### config.mk
export PLATFORM = sky130hd
export DESIGN_NAME = rsa_cmd_parser
export DESIGN_NICKNAME = d
export VERILOG_FILES = /design/src/rtl/rsa_cmd_parser.sv
export SDC_FILE = /design/constraint.sdc
export NUM_CORES = 1
export LEC_CHECK = 0
export BUFFER_PORTS_ARGS = -buffer_cell sky130_fd_sc_hd__buf_2
export CAP_MARGIN = 30
export CORE_ASPECT_RATIO = 0.6
export CORE_UTILIZATION = 45
export CTS_CLUSTER_DIAMETER = 30
export DETAILED_ROUTE_END_ITERATION = 8
export PLACE_DENSITY_LB_ADDON = 0.25
export SYNTH_ARGS = -nofsm -noshare
export SYNTH_HDL_FRONTEND = slang
export SYNTH_SLANG_ARGS = --single-unit
### constraint.sdc
create_clock -name clk -period 4.73 [get_ports clk]
set_input_delay 0.946 -clock clk [delete_from_list [all_inputs] [get_ports clk]]
set_output_delay 0.946 -clock clk [all_outputs]
set_load 0.02 [all_outputs]
### src/rtl/rsa_cmd_parser.sv
// Purpose : assembles 'E'/'D'/'K' command frames from UART bytes into shadow registers,
//           commits keys or a message to the RSA core and pulses start when the core is idle.
// Latency : start_o and the new msg_o/eORd_o appear one cycle after the last frame byte when idle;
//           from PEND they follow two cycles after finish_i.
// Backpressure: no flow control toward the UART. Bytes arriving in PEND/COMMIT are dropped and flagged on err_o.
// Ports   : clk/reset (sync, active-high); rx_valid_i/rx_data_i byte stream in; finish_i from core;
//           start_o, eORd_o, msg_o, e_o, d_o, n_o to core; busy_o core-busy status; err_o protocol error pulse.
module rsa_cmd_parser #(
    parameter int WIDTH_DEG   = 8,
    parameter int WIDTH_N     = 8,
    parameter int WIDTH_MSG_I = 8,
    parameter int E_RST       = 7,
    parameter int D_RST       = 13,
    parameter int N_RST       = 33,
    parameter int TIMEOUT_CYC = 250_000
) (
    input  logic                   clk,
    input  logic                   reset,
    input  logic                   rx_valid_i,
    input  logic [7:0]             rx_data_i,
    input  logic                   finish_i,
    output logic                   start_o,
    output logic                   eORd_o,
    output logic [WIDTH_MSG_I-1:0] msg_o,
    output logic [WIDTH_DEG-1:0]   e_o,
    output logic [WIDTH_DEG-1:0]   d_o,
    output logic [WIDTH_N-1:0]     n_o,
    output logic                   busy_o,
    output logic                   err_o
);

    localparam int B_DEG     = (WIDTH_DEG + 7) / 8;
    localparam int B_N       = (WIDTH_N + 7) / 8;
    localparam int B_MSG     = (WIDTH_MSG_I + 7) / 8;
    localparam int MSG_BITS  = 8 * B_MSG;
    localparam int DEG_BITS  = 8 * B_DEG;
    localparam int N_BITS    = 8 * B_N;
    localparam int KEY_BYTES = 2 * B_DEG + B_N;
    localparam int KEY_BITS  = 8 * KEY_BYTES;
    localparam int MAX_BYTES = (KEY_BYTES > B_MSG) ? KEY_BYTES : B_MSG;
    localparam int CNT_W     = $clog2(MAX_BYTES + 1);
    localparam int TO_W      = $clog2(TIMEOUT_CYC + 1);

    typedef enum logic [2:0] {
        S_IDLE,
        S_MSG,
        S_KEY,
        S_PEND,
        S_COMMIT
    } state_t;

    state_t                 state_q, state_d;
    logic [CNT_W-1:0]       cnt_q, cnt_d;      // bytes still expected in the frame
    logic [TO_W-1:0]        idle_q, idle_d;    // idle cycles since the last byte
    logic                   key_q, key_d;      // current frame is a key frame
    logic                   enc_q, enc_d;      // current message frame is encrypt
    logic [MSG_BITS-1:0]    msg_sh_q, msg_sh_d;
    logic [KEY_BITS-1:0]    key_sh_q, key_sh_d;
    logic                   start_q, start_d;
    logic                   err_q, err_d;
    logic                   busy_q, busy_d;
    logic                   eord_q, eord_d;
    logic [WIDTH_MSG_I-1:0] msg_q, msg_d;
    logic [WIDTH_DEG-1:0]   e_q, e_d;
    logic [WIDTH_DEG-1:0]   d_q, d_d;
    logic [WIDTH_N-1:0]     n_q, n_d;
    logic                   commit_go;

    always_comb begin
        state_d   = state_q;
        cnt_d     = cnt_q;
        idle_d    = '0;
        key_d     = key_q;
        enc_d     = enc_q;
        msg_sh_d  = msg_sh_q;
        key_sh_d  = key_sh_q;
        start_d   = 1'b0;
        err_d     = 1'b0;
        eord_d    = eord_q;
        msg_d     = msg_q;
        e_d       = e_q;
        d_d       = d_q;
        n_d       = n_q;
        commit_go = 1'b0;

        // Set has priority: a finish landing in the start cycle must not clear the new job.
        busy_d = busy_q;
        if (finish_i) begin
            busy_d = 1'b0;
        end
        if (start_q) begin
            busy_d = 1'b1;
        end

        unique case (state_q)
            S_IDLE: begin
                if (rx_valid_i) begin
                    case (rx_data_i)
                        8'h45: begin
                            enc_d   = 1'b1;
                            key_d   = 1'b0;
                            cnt_d   = CNT_W'(B_MSG);
                            state_d = S_MSG;
                        end
                        8'h44: begin
                            enc_d   = 1'b0;
                            key_d   = 1'b0;
                            cnt_d   = CNT_W'(B_MSG);
                            state_d = S_MSG;
                        end
                        8'h4B: begin
                            key_d   = 1'b1;
                            cnt_d   = CNT_W'(KEY_BYTES);
                            state_d = S_KEY;
                        end
                        default: err_d = 1'b1;
                    endcase
                end
            end
            S_MSG, S_KEY: begin
                if (rx_valid_i) begin
                    if (state_q == S_MSG) begin
                        msg_sh_d = (msg_sh_q << 8) | MSG_BITS'(rx_data_i);
                    end else begin
                        key_sh_d = (key_sh_q << 8) | KEY_BITS'(rx_data_i);
                    end
                    if (cnt_q == CNT_W'(1)) begin
                        commit_go = ~busy_q;
                        state_d   = busy_q ? S_PEND : S_COMMIT;
                    end else begin
                        cnt_d = cnt_q - 1'b1;
                    end
                end else if (idle_q == TO_W'(TIMEOUT_CYC)) begin
                    // Silence too long: abandon the frame, shadows are simply overwritten later.
                    err_d   = 1'b1;
                    state_d = S_IDLE;
                end else begin
                    idle_d = idle_q + 1'b1;
                end
            end
            S_PEND: begin
                if (rx_valid_i) begin
                    err_d = 1'b1;
                end
                if (!busy_q) begin
                    commit_go = 1'b1;
                    state_d   = S_COMMIT;
                end
            end
            S_COMMIT: begin
                if (rx_valid_i) begin
                    err_d = 1'b1;
                end
                state_d = S_IDLE;
            end
            default: state_d = S_IDLE;
        endcase

        // Visible registers load on entry to COMMIT so they are valid while start_o is high.
        // The shadow *_d values already include a last byte arriving this cycle.
        if (commit_go) begin
            if (key_q) begin
                e_d = WIDTH_DEG'(key_sh_d[KEY_BITS-1 -: DEG_BITS]);
                d_d = WIDTH_DEG'(key_sh_d[KEY_BITS-DEG_BITS-1 -: DEG_BITS]);
                n_d = WIDTH_N'(key_sh_d[N_BITS-1:0]);
            end else begin
                msg_d   = WIDTH_MSG_I'(msg_sh_d);
                eord_d  = enc_q;
                start_d = 1'b1;
            end
        end
    end

    always_ff @(posedge clk) begin
        if (reset) begin
            state_q  <= S_IDLE;
            cnt_q    <= '0;
            idle_q   <= '0;
            key_q    <= 1'b0;
            enc_q    <= 1'b0;
            msg_sh_q <= '0;
            key_sh_q <= '0;
            start_q  <= 1'b0;
            err_q    <= 1'b0;
            busy_q   <= 1'b0;
            eord_q   <= 1'b0;
            msg_q    <= '0;
            e_q      <= WIDTH_DEG'(E_RST);
            d_q      <= WIDTH_DEG'(D_RST);
            n_q      <= WIDTH_N'(N_RST);
        end else begin
            state_q  <= state_d;
            cnt_q    <= cnt_d;
            idle_q   <= idle_d;
            key_q    <= key_d;
            enc_q    <= enc_d;
            msg_sh_q <= msg_sh_d;
            key_sh_q <= key_sh_d;
            start_q  <= start_d;
            err_q    <= err_d;
            busy_q   <= busy_d;
            eord_q   <= eord_d;
            msg_q    <= msg_d;
            e_q      <= e_d;
            d_q      <= d_d;
            n_q      <= n_d;
        end
    end

    assign start_o = start_q;
    assign err_o   = err_q;
    assign busy_o  = busy_q;
    assign eORd_o  = eord_q;
    assign msg_o   = msg_q;
    assign e_o     = e_q;
    assign d_o     = d_q;
    assign n_o     = n_q;

endmodule

# --- After elaboration in Yosys (flattened, before gate mapping) ---
# Cells that the tools add are included.
classes:
  n_mux: 34
  eq_ne: 16
  bitwise_logic: 5
  n_addsub: 2
  n_reduce_logical: 17
ops:
  columns: ["operator", "count"]
  rows:
  - ["$mux 24", 3]
  - ["$eq 8x7->1 const B", 3]
  - ["$mux 8", 3]
  - ["$or 24x8->24", 1]
  - ["$add 18x1->18 const B", 1]
  - ["$eq 18x18->1 const B", 1]
  - ["$mux 3", 6]
  - ["$mux 1", 11]
  - ["$reduce_and 5->1", 2]
  - ["$pmux 3 s3", 1]
  - ["$ne 2x2->1 const B", 4]
  - ["$pmux 2 s2", 2]
  - ["$reduce_bool 2->1", 4]
  - ["$reduce_or 2->1", 4]
  - ["$eq 3x2->1 const B", 2]
  - ["$mux 2", 3]
  - ["$ne 3x3->1 const B", 2]
  - ["$pmux 1 s2", 3]
  - ["$pmux 3 s2", 1]
  - ["$reduce_and 3->1", 2]
  - ["$not 1->1", 4]
  - ["$reduce_and 2->1", 2]
  - ["$reduce_or 4->1", 1]
  - ["$eq 3x1->1 const B", 1]
  - ["7 further kinds", 7]
word_totals:
  out_inout_bits: 36
  register_bits: 93

# --- Logic depth before layout (Yosys ltp) ---
logic_depth:
  depth_word: 6
  ltp_mapped: 9
  ltp_nobuf: 7

# --- Least setup slack after synthesis ---
# OpenSTA, ideal clock, no wires.
synth_path:
  path_type: "in2reg"
  startpoint: "in rx_valid_i"
  endpoint: "reg msg_q[7], in the netlist msg_o[7]"
  stages: 8
  path_slack_ns: 2.483
  n_path_buf: 3
  required_time_ns: 4.644
  t_arrival_ns: 2.162
  setup_ns: 0.086
  path_cell_list: "buf_2 > o211ai_1 > a211oi_2 > nor2b_1 > buf_4 > buf_4 > nor2_1 > a211oi_1"
synth_via:
  elab_chain_len: 3
  word_cells_on_any_way: 5
  classes_between: "mux (4); reduce/logical (1)"
synth_rtl:
  columns: ["item", "line", "text"]
  rows:
  - ["start, declared", "19", "input logic rx_valid_i,"]
  - ["$mux 1", "121", "if (rx_valid_i) begin"]
  - ["$pmux 1 s2", "95", "unique case (state_q)"]
  - ["$reduce_and 2->1 (no source line)", null, null]
  - ["end signal, assigned", "203", "msg_q <= msg_d;"]
  - ["end, declared", "63", "logic [WIDTH_MSG_I-1:0] msg_q, msg_d;"]
# Parallel ways exist; a longest one is shown, timed or not.
# A chain may end at the register's enable or synchronous reset.

# --- Final worst setup path ---
layout_path:
  startpoint: "in rx_valid_i"
  endpoint: "reg msg_q[0], in the netlist msg_o[0]"
# The elaborated chain is that of the path after synthesis.

==> results by group <==
Outcome
  • Status: completed

Final layout
  • Most frequent cells in the layout: dfxtp_1 (93), nor2_1 (91), buf_2 (47), mux2i_1 (35), a211oi_1 (27)
  • Utilization after layout: 54.3%
  • Design Area, Final: 4280 µm²
  • Antenna diode count: 0
  • Most common cell after layout, fill and taps aside: dfxtp_1
  • # nets final: 437
  • Post-route insts no fill: 535
  • Share of layout cells above drive strength 1: 17.6%
  • Area Overhead vs Synth: 16.9%

Clock tree
  • Worst-skew pair later-pin latency: 0.34 ns
  • Post-CTS Setup Inserts: 0
  • Max clock buf depth: 2
  • TritonCTS clock tree: done
  • Hold_buf cts: 0
  • Clock root buffer: clkbuf_16
  • Cts repair resizes: 0
  • Htree depth: 3
  • CTS Buf Count: 9
  • Clock Pin Slew Worst Setup and Hold Paths: 0.06 ns
  • Sink Count: 93

Power
  • Worst IR Drop VDD: 0.170 mV
  • PD cells: 374 nW/µm²
  • Lkg Pwr: 1.57 nW
  • Cell-internal power: 1.27 mW
  • Pwr Total: 1.60 mW
  • Sw Share: 20.9%
  • Clock power share: 46.0%
  • P_sw: 0.334 mW
  • Combinational Power Share: 4.3%
  • Sequential power share: 49.7%

Floorplanning
  • I/O pin count: 48
  • Core area: 7880 µm²
  • Die H: 71.9 µm
  • Die ar.: 8520 µm²
  • Initial Utilization: 46.5%
  • DIE WIDTH: 119 µm
  • Core Rows: 25

STA
  • # setup viols final: 0
  • Max Slew Vio Count: 0
  • Slew at the pin with the worst max-slew slack: 0.651 ns
  • Min cycle time layout: 2.31 ns
  • Final Cycle Share: 48.7%
  • RSZ-0062 raised after global routing: no
  • Setup TNS: 0 ns
  • Final Skew: 0.00457 ns
  • Worst rel slew slack: 56.6%
  • Final hold slack: 0.472 ns
  • Final worst setup slack: 2.42 ns
  • Final hold vios: 0
  • Fmax: 0.434 GHz

Placed design
  • Routability Congestion: 0.813
  • Placed cells: 518
  • Post-DP HPWL: 4860 µm
  • Port Buffer Count: 47
  • Setup slack at placement: 1.83 ns
  • Area after DPL: 3940 µm²

Worst setup path
  • Crit-path max FO: 13
  • Critical Path AT: 2.56 ns
  • Register-to-register setup slack: 2.69 ns
  • Req. time, crit path: 4.98 ns
  • Crit start category: input pin
  • CP endpoint kind: flip-flop
  • CP Class: in2reg

Logic synthesis
  • Synth warnings: 0
  • Library cells used by synthesis: 44
  • Synth Net Count: 396
  • Area of the mapped netlist: 3660 µm²
  • Post-synthesis sequential area ratio: 50.8%
  • Number of synthesized register bits: 93
  • Asr flop ratio synth: 0%
  • Synth Instances: 381
  • Post-synth EDFFs: 0
  • Ys flop type: dfxtp_1
  • Avg Cell Area, Syn: 9.62 µm²

Route
  • Routed wire per std cell: 13.4 µm
  • Pre-antenna DRT Iters: 4
  • Post-DRT Antenna Nets: 0
  • Vias per cell: 5.07
  • DRC: 0
  • Routed WL: 7170 µm
  • Via count: 2715
  • Initial DRC Count: 159

GRT
  • Vias in the first global route: 2384
  • Largest net degree at the start of global routing: 67
  • First-pass GRT wire length: 11700 µm
  • Gr ovfl total: 0
  • GRT Total Usage: 18.0%
  • Initial antenna violation count: 0

Run
  • Max-capacitance violation count: 0

Min path
  • Hold Crit Class: reg2reg
synth_stat cells (2+ instances only):
master / number / share of area, %
nand3_1: 8 / 1.1
mux2i_1: 35 / 9.6
nand3b_1: 2 / 0.41
clkbuf_1: 9 / 0.92
nand4_1: 6 / 1.0
and2_1: 4 / 0.68
nand2_1: 19 / 1.9
o21bai_1: 2 / 0.41
a21oi_1: 3 / 0.41
nor3_1: 2 / 0.27
ha_1: 3 / 1.0
dfxtp_1: 93 / 51
nor2_1: 91 / 9.3
nor2_2: 2 / 0.34
buf_2: 5 / 0.68
o211ai_1: 11 / 2.3
nor4b_2: 2 / 0.82
xor2_1: 10 / 2.4
a32oi_1: 2 / 0.48
xnor2_1: 7 / 1.7
nand2b_1: 3 / 0.51
inv_1: 9 / 0.92
buf_4: 6 / 1.2
a211oi_1: 27 / 5.5
kinds of logic after synthesis:
group	Yosys count	synth area share (%)
simple gates	150	19.4
xor+xnor	17	4.06
fa+ha+maj	3	1.02
compound gates	53	11.1
flops	93	50.8
mux	35	9.56
buf+inv	30	4.06
per-layer routing:
metal | GRT usage (%) | wire, µm | part of all wire, % | vias to the layer above
met3 | 7.00 | 400 | 5.6 | 6
li1 | - | - | - | 1402
met4 | 5.06 | 53 | 0.74 | 0
met5 | 0 | 0 | 0 | -
met2 | 24.3 | 2880 | 40 | 62
met1 | 26.4 | 3830 | 53 | 1245
sequential cells by signal, summed over array words and instances (netlist names):
signal	flops
key_sh_q	24
idle_q	18
d_o	8
e_o	8
msg_o	8
msg_sh_q	8
n_o	8
state_q	3
cnt_q	2
busy_o	1
eORd_o	1
enc_q	1
err_o	1
key_q	1
start_o	1
power groups by stage:
stage	logic (mW)	clock network [mW]	registers [mW]
after global placement	0.0683	0	0.812
after detailed placement	0.0690	0	0.812
final	0.0693	0.736	0.795
after floorplan	0.0484	0	0.812
after global routing	0.0768	0.781	0.795
after CTS	0.0690	0.754	0.795
cell type report:
class,instances,area [µm²]
fillers,750,3600
flip-flops and latches,93,1860
multi-input cells,258,1650
repair buffers,51,285
clock buffers,13,270
well taps,108,135
clock inverters,3,42.5
inverters,9,33.8
worst max-delay path: stages:
cell and delay [ns]:
buf_2 0.19, o211ai_1 0.15, a211oi_2 0.31, nor2b_1 0.44, buf_4 0.27, nor2_1 0.05
a211oi_1 0.19
path summary, 6_finish.rpt:
check | cells after the start | start | endpoint
max | 7 | rx_valid_i | msg_o[0]$_SDFFE_PP0P_
min | 2 | start_o$_SDFF_PP0_ | busy_o$_SDFFE_PP0P_
max reg2reg | 7 | cnt_q[0]$_SDFFE_PP0P_ | msg_o[0]$_SDFFE_PP0P_
min reg2reg | 2 | start_o$_SDFF_PP0_ | busy_o$_SDFFE_PP0P_
No activity file was read; power rests on OpenSTA's default activity.
